$ cat src/rtl/mem_access_stage.sv
// mem_access_stage: RV32 memory stage with req/ack data bus, stall generation and MEM/WB register.
// Define DMEM_TIMEOUT_EN to abort accesses that wait TIMEOUT_CYCLES without an ack.
module mem_access_stage #(
  parameter int DATA_W = 32,
  parameter int TIMEOUT_CYCLES = 16
) (
  input  logic              clk,
  input  logic              rst,
  input  logic              RegWriteM,
  input  logic              MemWriteM,
  input  logic              ResultSrcM,
  input  logic [4:0]        RD_M,
  input  logic [DATA_W-1:0] PCPlus4M,
  input  logic [DATA_W-1:0] WriteDataM,
  input  logic [DATA_W-1:0] ALU_ResultM,
  output logic              dmem_req,
  output logic              dmem_we,
  output logic [DATA_W-1:0] dmem_addr,
  output logic [DATA_W-1:0] dmem_wdata,
  input  logic [DATA_W-1:0] dmem_rdata,
  input  logic              dmem_ack,
  output logic              stall_m,
  output logic              RegWriteW,
  output logic              ResultSrcW,
  output logic [4:0]        RD_W,
  output logic [DATA_W-1:0] PCPlus4W,
  output logic [DATA_W-1:0] ALU_ResultW,
  output logic [DATA_W-1:0] ReadDataW,
  output logic [DATA_W-1:0] ResultW,
  output logic              mem_err
);
  typedef enum logic {IDLE, WAIT} state_t;
  state_t state, state_nxt;
  logic mem_op, abort;
  assign mem_op = MemWriteM | ResultSrcM;
  assign dmem_addr = ALU_ResultM;
  assign dmem_wdata = WriteDataM;
  assign dmem_we = MemWriteM;
`ifdef DMEM_TIMEOUT_EN
  localparam int CW = (TIMEOUT_CYCLES > 2) ? $clog2(TIMEOUT_CYCLES) : 1;
  logic [CW-1:0] cnt;
  logic err;
  // The IDLE request cycle counts toward the budget, so the abort lands on the (TIMEOUT_CYCLES-1)th stalled cycle's successor.
  assign abort = (state == WAIT) & ~dmem_ack & (cnt == CW'(TIMEOUT_CYCLES - 2));
  always_ff @(posedge clk or negedge rst)
    if (!rst) begin
      cnt <= '0;
      err <= 1'b0;
    end else begin
      cnt <= (state == IDLE) ? '0 : cnt + 1'b1;
      err <= err | abort;
    end
  assign mem_err = err;
`else
  assign abort = 1'b0;
  assign mem_err = 1'b0;
`endif
  always_comb begin
    dmem_req = (state == WAIT) ? ~abort : mem_op;
    stall_m = mem_op & ~dmem_ack & ~abort;
    state_nxt = stall_m ? WAIT : IDLE;
  end
  always_ff @(posedge clk or negedge rst)
    if (!rst) state <= IDLE;
    else state <= state_nxt;
  always_ff @(posedge clk or negedge rst)
    if (!rst) begin
      RegWriteW <= 1'b0;
      ResultSrcW <= 1'b0;
      RD_W <= '0;
      PCPlus4W <= '0;
      ALU_ResultW <= '0;
      ReadDataW <= '0;
    end else if (stall_m) begin
      RegWriteW <= 1'b0;
      ResultSrcW <= 1'b0;
      RD_W <= '0;
    end else begin
      RegWriteW <= RegWriteM & ~abort;
      ResultSrcW <= ResultSrcM;
      RD_W <= RD_M;
      PCPlus4W <= PCPlus4M;
      ALU_ResultW <= ALU_ResultM;
      ReadDataW <= (ResultSrcM & ~abort) ? dmem_rdata : '0;
    end
  assign ResultW = ResultSrcW ? ReadDataW : ALU_ResultW;
endmodule

$ cat config.mk
export PLATFORM = sky130hd
export DESIGN_NAME = mem_access_stage
export DESIGN_NICKNAME = d
export VERILOG_FILES = /design/src/rtl/mem_access_stage.sv
export SDC_FILE = /design/constraint.sdc
export NUM_CORES = 1
export LEC_CHECK = 0
export BUFFER_PORTS_ARGS = -buffer_cell sky130_fd_sc_hd__buf_2
export CAP_MARGIN = 5
export CORE_AREA = 3 3 130 132
export CTS_CLUSTER_SIZE = 10
export DETAILED_ROUTE_END_ITERATION = 10
export DIE_AREA = 0 0 133 135
export GPL_TIMING_DRIVEN = 0
export PLACE_DENSITY = 0.73
export SLEW_MARGIN = 20
export SYNTH_ARGS = -nofsm -noshare
export SYNTH_HDL_FRONTEND = slang
export SYNTH_SLANG_ARGS = --single-unit
export TNS_END_PERCENT = 50
$ cat constraint.sdc
create_clock -name clk -period 1.8 [get_ports clk]
set_input_delay 0.45 -clock clk [delete_from_list [all_inputs] [get_ports clk]]
set_output_delay 0.45 -clock clk [all_outputs]
set_load 0.01 [all_outputs]
==> qor.yml, run 1 <==
status: "finished with violations"
clk_pin_slew_ps: 80
fillCellCount: 1455
synth-seq-cells: 104
worstSetupPathType: "reg2out"
critPathLaunchType: "flip-flop"
synthesis.area_um2: 5350
clk_path_buf_depth: 2
synthMuxAreaShare: 0.3136
die_area_um2: 17960
synth_edf_count: 0
synth_simple_gate_area_frac: 0.01052
placed_cells: 889
yosys.area_share.xor_xnor: 0
antenna_found_initial: 1
clkLatencyLatePin_ps: 340
cp_top_family: "flip-flops"
min_from: "RD_M[0]"
crit-reg2reg-capture: "ReadDataW[30]$_DFFE_PN0N_"
hold_viol: 0
drt-pass1-iter-count: 4
wire_per_inst_um: 16.50
dieWidth_um: 133
cts_buffers: 9
vdd_drop_max_uv: 408.8
cp_slowest_cell: "dfrtp_2"
syn_avg_cell_area_um2: 14.62
grt-ovfl-total: 0
ff2ff_path_depth: 2
finalNonFillerCells: 906
grt_pass1_wl_um: 22420
netlist_top_cells_count: "dfrtp_1 (104), buf_4 (66), mux2_2 (63), mux2_4 (63), a22o_1 (32)"
required_ps: 1350
rsz0062_at_grt: "yes"
p_per_area_nw_per_um2: 842.5
failed_checks: "negative setup slack"
dp.final_hpwl_um: 11330
wirelength_um: 14950
whs_endpoint: "RD_W[0]$_DFF_PN0_"
core.rowCount: 46
vias_per_cell: 4.325
p_leak_nw: 4.141
ant_nets: 0
cts_tree: "done"
hold_path.class: "in2reg"
setup_violations: 32
whs_ps: 302.6
slew_headroom: 0.6589
num-nets-final: 824
finClkSkew_ps: 0
insertedDiodeCount: 0
synth_cells: 366
final_area_um2: 7600
numPortBuffers: 306
ys_top_cells_by_area: "dfrtp_1 (49%), mux2_4 (18%), mux2_2 (13%)"
synth_top_family_by_area: "multiplexers"
dr_total_vias: 3918
worst_slack_ps: -124.2
cp.buffers_inverters: 2
drtIter0Drc: 92
synth_compound_area_frac: 0.05379
yosysWarnings: 0
min_path_cells: 2
seq_area_frac_synth: 0.4864
syn_to_final_growth_pct: 42.05
die_h_um: 135
path_cells: "buf_6, mux2_2, buf_2"
grt_pass1_vias: 3953
power_mw: 6.403
tightestPinTransition_ps: 511.6
critical_path.max_stage_delay_ps: 460
synth_cell_types: 16
place_area_um2: 7186
cp-end-kind: "output pin"
synth_fa_ha_area_frac: 0
synth_nets: 505
max_freq_mhz: 519.7
htree_levels: 3
root_buffer: "clkbuf_16"
layout-drive-gt1-share: 0.7797
cp.arrival_ps: 1470
cts.sinks: 104
initial_core_util: 0.3380
min_period_ps: 1924
drc: 0
gp_congestion: 0.7191
synth_ff_type: "dfrtp_1"
grt_usage: 0.1597
max_cap_violations: 0
slew_viol_final: 0
synth_top_area_cell: "dfrtp_1"
io_pins: 342
reg2reg_setup_slack_ps: 760
fin_crit_sh: 1.069
synth-async-reset-ratio: 1.000
yosys.area.top_type_share: 0.4864
rr_startpoint: "ReadDataW[30]$_DFFE_PN0N_"
critPathMaxFanout: 10
core_area_um2: 15830
crit_path_start: "ResultSrcW$_DFF_PN0_"
grt_max_degree: 72
synth.most_common_cell: "dfrtp_1"
-- metal layers --
layer / GRT usage / up-vias / routed length, um
li1: - / 1869 / -
met1: 0.2048 / 1833 / 6300
met2: 0.2695 / 204 / 7296
met3: 0.04844 / 10 / 1224
met4: 0.03118 / 2 / 103
met5: 0 / - / 20
-- report_power, final --
| group | internal [mW] | switching [mW] | total [mW] |
|---|---|---|---|
| Combinational | 0.913 | 0.686 | 1.60 |
| Clock | 1.14 | 0.927 | 2.07 |
| Sequential | 2.56 | 0.179 | 2.74 |
-- sequential cells by signal, summed over array words and instances, names as in the netlist --
signal       count
ResultSrcW       1
ALU_ResultW     32
PCPlus4W        32
state            1
RD_W             5
RegWriteW        1
ReadDataW       32
-- through the flow --
| stage | setup TNS (ps) | utilization | setup WS [ps] |
|---|---|---|---|
| 6_report | -3191 | 0.4802 | -124.2 |
| 2_1_floorplan | 0 | - | 189.1 |
| 5_1_grt | -5281 | 0.4802 | -183.3 |
| 4_1_cts | -4157 | 0.4768 | -161.2 |
| 3_3_place_gp | -100710 | 0.4519 | -934.6 |
| 3_5_place_dp | -4291 | 0.4540 | -171.6 |
-- area by class of cell --
cell class / count / area (um2) / share of cell area
multi-input combinational: 171 / 2052 / 0.2700
inverter: 1 / 3.754 / 0.0004939
clock buffer: 10 / 239.0 / 0.03145
buffer: 89 / 750.7 / 0.09878
clock inverter: 6 / 72.57 / 0.009549
timing repair buffer: 309 / 1608 / 0.2116
tap: 216 / 270.3 / 0.03556
sequential: 104 / 2604 / 0.3426
-- worst max-delay path by stage --
stage / endpoint / slack [ps] / cells past startpoint
floorplan: stall_m / 190 / 5
global placement: PCPlus4W[21]$_DFFE_PN0N_ / -930 / 1
detailed placement: ResultW[3] / -170 / 4
CTS: ResultW[28] / -160 / 3
global route: ResultW[16] / -180 / 3
finish: ResultW[13] / -120 / 3
-- cells by family after synthesis --
group	count (synthesis)
AO/OA/AOI/OAI	33
buffers and inverters	91
flip-flops	104
multiplexers	128
other	1
AND/OR/NAND/NOR	9
-- placed cells by master (no fill, tap or decap), types with 2 or more instances in the layout --
master     Yosys  routed
buf_4         66      67
buf_2         10     307
clkbuf_16      0       9
dfrtp_1      104     103
inv_6          0       3
and2_1         7       7
buf_6          3       9
mux2_4        63      67
clkbuf_1       5       4
buf_8          0       3
buf_12         6       6
mux2_2        63      59
a22o_1        32      32
mux2_1         2       2
-- repair_timing --
action                     CTS  global route
hold endpoints to repair    33             0
gates resized for setup     12            10
buffers inserted             1             0
pin swaps                    1             1
setup endpoints to repair   33            33
cloned                       0             0
hold buffers                 1             0
Power figures use the tool's default switching activity.
==> inputs of run 2 (changes only) <==
Settings changed: CAP_MARGIN 5 to 20, SKIP_LAST_GASP set to 1.
==> qor.yml, run 2 (synthesis gave the netlist of run 1 again) <==
grt_pass1_vias: 3936  # -0.43%
max_cap_violations: 0  # unchanged
mostFrequentLayoutCells: "buf_2 (312), dfrtp_1 (103), buf_4 (67), mux2_2 (63), mux2_4 (63)"
slew_headroom: 0.6606  # +0.001650
finClkSkew_ps: 0  # unchanged
drc: 0  # unchanged
critical_path.max_stage_delay_ps: 460  # about the same
htree_levels: 3  # unchanged
rsz0062_at_grt: "yes"
cp_slowest_cell: "dfrtp_2"
insertedDiodeCount: 0  # unchanged
wire_per_inst_um: 16.46  # -0.21%
grt_max_degree: 72  # unchanged
hold_path.class: "in2reg"
cp-end-kind: "output pin"
status: "finished with violations"
drt-pass1-iter-count: 4  # unchanged
syn_to_final_growth_pct: 40.90
max_freq_mhz: 519.2  # about the same
io_pins: 342  # unchanged
setup_violations: 33  # +3.1%
layout_commonest_cell: "buf_2"
cts_buffers: 9  # unchanged
cp_top_family: "flip-flops"
root_buffer: "clkbuf_16"
ant_nets: 0  # unchanged
clk_pin_slew_ps: 80  # about the same
clk_path_buf_depth: 2  # unchanged
cts_tree: "done"
slew_viol_final: 0  # unchanged
grt_pass1_wl_um: 22450  # +0.12%
num-nets-final: 824  # unchanged
grt_usage: 0.1599  # about the same
numPortBuffers: 306  # unchanged
antenna_found_initial: 1  # unchanged
dr_total_vias: 3917  # -0.026%
min_period_ps: 1926  # +1.839 ps
power_mw: 6.377  # -0.40%
fillCellCount: 1461  # +0.41%
cp.buffers_inverters: 2  # unchanged
reg.largest.list: "ALU_ResultW x32, PCPlus4W x32, ReadDataW x32"
core_area_um2: 15830  # unchanged
dieWidth_um: 133  # unchanged
core.rowCount: 46  # unchanged
fin_crit_sh: 1.070  # about the same
worst_slack_ps: -126.1  # -1.839 ps
vias_per_cell: 4.323  # about the same
worstSetupPathType: "reg2out"
failed_checks: "negative setup slack"
die_h_um: 135  # unchanged
tightestPinTransition_ps: 509.1  # -2.475 ps
grt-ovfl-total: 0  # unchanged
p_per_area_nw_per_um2: 845.9  # +0.41%
gp_congestion: 0.7191  # unchanged
critPathMaxFanout: 10  # unchanged
cp.arrival_ps: 1480  # about the same
drtIter0Drc: 85  # -7.6%
die_area_um2: 17960  # unchanged
fin_setup_tns_ps: -3347  # -155.8 ps
vdd_drop_max_uv: 414.9  # +1.5%
dp.final_hpwl_um: 11330  # unchanged
cts.sinks: 104  # unchanged
p_leak_nw: 4.114  # -0.64%
path_cells: "buf_6, mux2_2, buf_2"
required_ps: 1350  # about the same
hold_viol: 0  # unchanged
clkLatencyLatePin_ps: 340  # about the same
layout-drive-gt1-share: 0.7768  # -0.002899
initial_core_util: 0.3380  # unchanged
critPathLaunchType: "flip-flop"
wirelength_um: 14910  # -0.21%
[run 2: per-stage QoR]
stage / util / std cells / cell area, um2 / hold WS, ps / setup WS [ps]
4_1_cts: 0.4758 / 906 / 7531 / 288.4 / -161.2
6_report: 0.4763 / 906 / 7538 / 305.5 / -126.1
2_1_floorplan: - / 366 / 5350 / 154.4 / 189.1
5_1_grt: 0.4763 / 906 / 7538 / 285.7 / -183.3
3_3_place_gp: 0.4519 / 888 / 7152 / 487.6 / -934.6
3_5_place_dp: 0.4540 / 889 / 7186 / 360.9 / -171.6
[run 2: final cells by class]
| type | count | area, um2 | share of cell area |
|---|---|---|---|
| plain buffers | 89 | 740.7 | 0.09826 |
| clock buffers | 10 | 239.0 | 0.03170 |
| clock inverters | 6 | 72.57 | 0.009627 |
| inverters | 1 | 3.754 | 0.0004979 |
| multi-input cells | 171 | 2026 | 0.2687 |
| flip-flops and latches | 104 | 2604 | 0.3454 |
| well taps | 216 | 270.3 | 0.03585 |
| repair buffers | 309 | 1583 | 0.2100 |
[run 2: metal layers]
layer / global-route usage / routed length (um) / part of all wire
met5: 0 / 20 / 0.0013
met4: 0.03118 / 94 / 0.0063
met3: 0.04844 / 1184 / 0.079
met2: 0.2698 / 7331 / 0.49
met1: 0.2050 / 6283 / 0.42
[run 2: worst register-to-register path: cells and delay by family (launching register included)]
kind	cells	cell delay [ps]
AOI/OAI and AO/OA	1	230
DFF	1	420
muxes	1	270
[run 2: repair_timing]
action | in CTS | in global routing
pin swaps | 0 | 0
hold endpoints to repair | 33 | 0
resized for setup | 7 | 2
setup buffers | 1 | 0
hold buffers | 1 | 0
endpoints found under the setup margin | 33 | 33
[run 2: path summary, 6_finish.rpt]
check | from | end | slack, ps | depth (start not counted)
worst max-delay path | ResultSrcW$_DFF_PN0_ | ResultW[13] | -130 | 3
worst min-delay path | RD_M[0] | RD_W[0]$_DFF_PN0_ | 310 | 2
worst max register to register | ReadDataW[30]$_DFFE_PN0N_ | ReadDataW[30]$_DFFE_PN0N_ | 770 | 2
worst min register to register | PCPlus4W[25]$_DFFE_PN0N_ | PCPlus4W[25]$_DFFE_PN0N_ | 510 | 1
max in group asynchronous | rst | ReadDataW[3]$_DFFE_PN0N_ | 570 | 3
min in group asynchronous | rst | ReadDataW[11]$_DFFE_PN0N_ | 550 | 2
[run 2: report_power, final]
group / internal [mW] / total (mW) / switching, mW
combinational: 0.892 / 1.57 / 0.680
sequential: 2.56 / 2.73 / 0.177
clock: 1.14 / 2.07 / 0.930
==> inputs of run 3 (changes only) <==
Settings changed: PLACE_DENSITY 0.73 to 0.66, TNS_END_PERCENT 50 to 30.
==> qor.yml, run 3 (synthesis gave the netlist of run 1 again) <==
status: "finished with violations"
failed_checks: "negative setup slack"
finalNonFillerCells: 911  # +0.55%
ant_nets: 0  # unchanged
setup_violations: 32  # -3.0%
drtIter0Drc: 124  # +46%
cp.arrival_ps: 1490  # about the same
grt_pass1_vias: 4213  # +7.0%
critPathLaunchType: "flip-flop"
dieWidth_um: 133  # unchanged
initial_core_util: 0.3380  # unchanged
cts.sinks: 104  # unchanged
vias_per_cell: 4.412  # +2.0%
wirelength_um: 15040  # +0.87%
p_clk_frac: 0.304  # -0.021
ff2ff_path_depth: 2  # unchanged
vdd_drop_max_uv: 498.4  # +20%
fin_crit_sh: 1.078  # +0.007633
p_leak_nw: 4.181  # +1.6%
required_ps: 1350  # about the same
hold_viol: 0  # unchanged
p_switching_mw: 1.815  # +1.5%
htree_levels: 3  # unchanged
layout_commonest_cell: "buf_2"
rr_startpoint: "ReadDataW[30]$_DFFE_PN0N_"
io_pins: 342  # unchanged
reg.largest.list: "ALU_ResultW x32, PCPlus4W x32, ReadDataW x32"
worstSetupPathType: "reg2out"
dpl_worst_slack_ps: -191.1  # -19.48 ps
gp_congestion: 0.7917  # +10%
fillCellCount: 1410  # -3.5%
worst_slack_ps: -139.8  # -13.74 ps
grt_pass1_wl_um: 22670  # +1.0%
p_int_mw: 4.474  # -2.5%
core_area_um2: 15830  # unchanged
p_comb_frac: 0.262  # +0.016
max_freq_mhz: 515.5  # -0.71%
wire_per_inst_um: 16.51  # +0.31%
clk_path_buf_depth: 2  # unchanged
dr_total_vias: 4019  # +2.6%
cts_buffers: 9  # unchanged
clk_pin_slew_ps: 70  # about the same
die_area_um2: 17960  # unchanged
grt_usage: 0.1583  # -0.001580
pwr-share-seq: 0.435  # +0.006
hold_path.class: "in2async"
p_sw_frac: 0.2886  # +0.008301
die_h_um: 135  # unchanged
fin_setup_tns_ps: -3914  # -567.1 ps
grt_max_degree: 59  # -18%
layout-drive-gt1-share: 0.7827  # +0.005922
numPortBuffers: 306  # unchanged
whs_ps: 25.62  # -279.9 ps
cts_tree: "done"
max_cap_violations: 0  # unchanged
finClkSkew_ps: 0  # unchanged
drt-pass1-iter-count: 4  # unchanged
critPathMaxFanout: 7  # -3
insertedDiodeCount: 0  # unchanged
root_buffer: "clkbuf_16"
clkLatencyLatePin_ps: 350  # about the same
placed_cells: 889  # unchanged
syn_to_final_growth_pct: 43.45
num-nets-final: 829  # +0.61%
reg2reg_setup_slack_ps: 790  # +20 ps
min_period_ps: 1940  # +13.74 ps
core.rowCount: 46  # unchanged
rsz0062_at_grt: "yes"
mostFrequentLayoutCells: "buf_2 (305), dfrtp_1 (103), mux2_4 (70), buf_4 (70), mux2_2 (58)"
dp.final_hpwl_um: 11570  # +2.1%
antenna_found_initial: 0  # -1
crit-reg2reg-capture: "ReadDataW[30]$_DFFE_PN0N_"
cp-end-kind: "output pin"
slew_viol_final: 0  # unchanged
p_per_area_nw_per_um2: 819.4  # -3.1%
power_mw: 6.289  # -1.4%
hold_buffers: 0  # -1
grt-ovfl-total: 0  # unchanged
drc: 0  # unchanged
## run 3: final cells by class
cell class | count | area [um2] | area share
Clock buffer | 9 | 225.2 | 0.02934
Sequential cell | 104 | 2604 | 0.3393
Tap cell | 216 | 270.3 | 0.03521
Multi-Input combinational cell | 171 | 2052 | 0.2674
Inverter | 1 | 3.754 | 0.0004891
Timing Repair Buffer | 314 | 1709 | 0.2227
Clock inverter | 7 | 61.31 | 0.007988
Buffer | 89 | 749.5 | 0.09765
## run 3: worst max-delay path by stage
stage | start | cells past startpoint | end
floorplan | ResultSrcM | 5 | stall_m
global placement | rst | 1 | PCPlus4W[25]$_DFFE_PN0N_
detailed placement | ResultSrcW$_DFF_PN0_ | 4 | ResultW[25]
CTS | ResultSrcW$_DFF_PN0_ | 3 | ResultW[25]
global route | ResultSrcW$_DFF_PN0_ | 4 | ResultW[12]
finish | ResultSrcW$_DFF_PN0_ | 4 | ResultW[5]
## run 3: power by group through the flow
stage               clock network [mW]  logic, mW  registers [mW]
floorplan                            0      0.813            2.85
global placement                     0       1.56            2.76
detailed placement                   0       1.59            2.77
CTS                               1.98       1.60            2.73
global route                      2.09       1.76            2.77
finish                            1.91       1.65            2.73
## run 3: critical path, cell delays in order (launching register included)
cell and delay, ps:
dfrtp_2 410, buf_12 150, clkbuf_16 160, mux2_4 300
buf_6 120
## run 3: timing repair
action | 4_1_cts | 5_1_grt
setup endpoints to repair | 33 | 33
resized for setup | 8 | 18
hold endpoints to repair | 0 | 0
cloned | 0 | 2
buffers inserted | 1 | 4
## run 3: through the flow
stage          instance area (um2)    util
3_5_place_dp                  7186  0.4540
4_1_cts                       7500  0.4738
5_1_grt                       7675  0.4849
3_3_place_gp                  7152  0.4519
6_report                      7675  0.4849
2_1_floorplan                 5350       -
## run 3: layer usage
metal  routed length, um  track usage
met4                 127      0.03637
met5                   0            0
met1                6043       0.1893
met3                1279      0.05402
met2                7591       0.2760
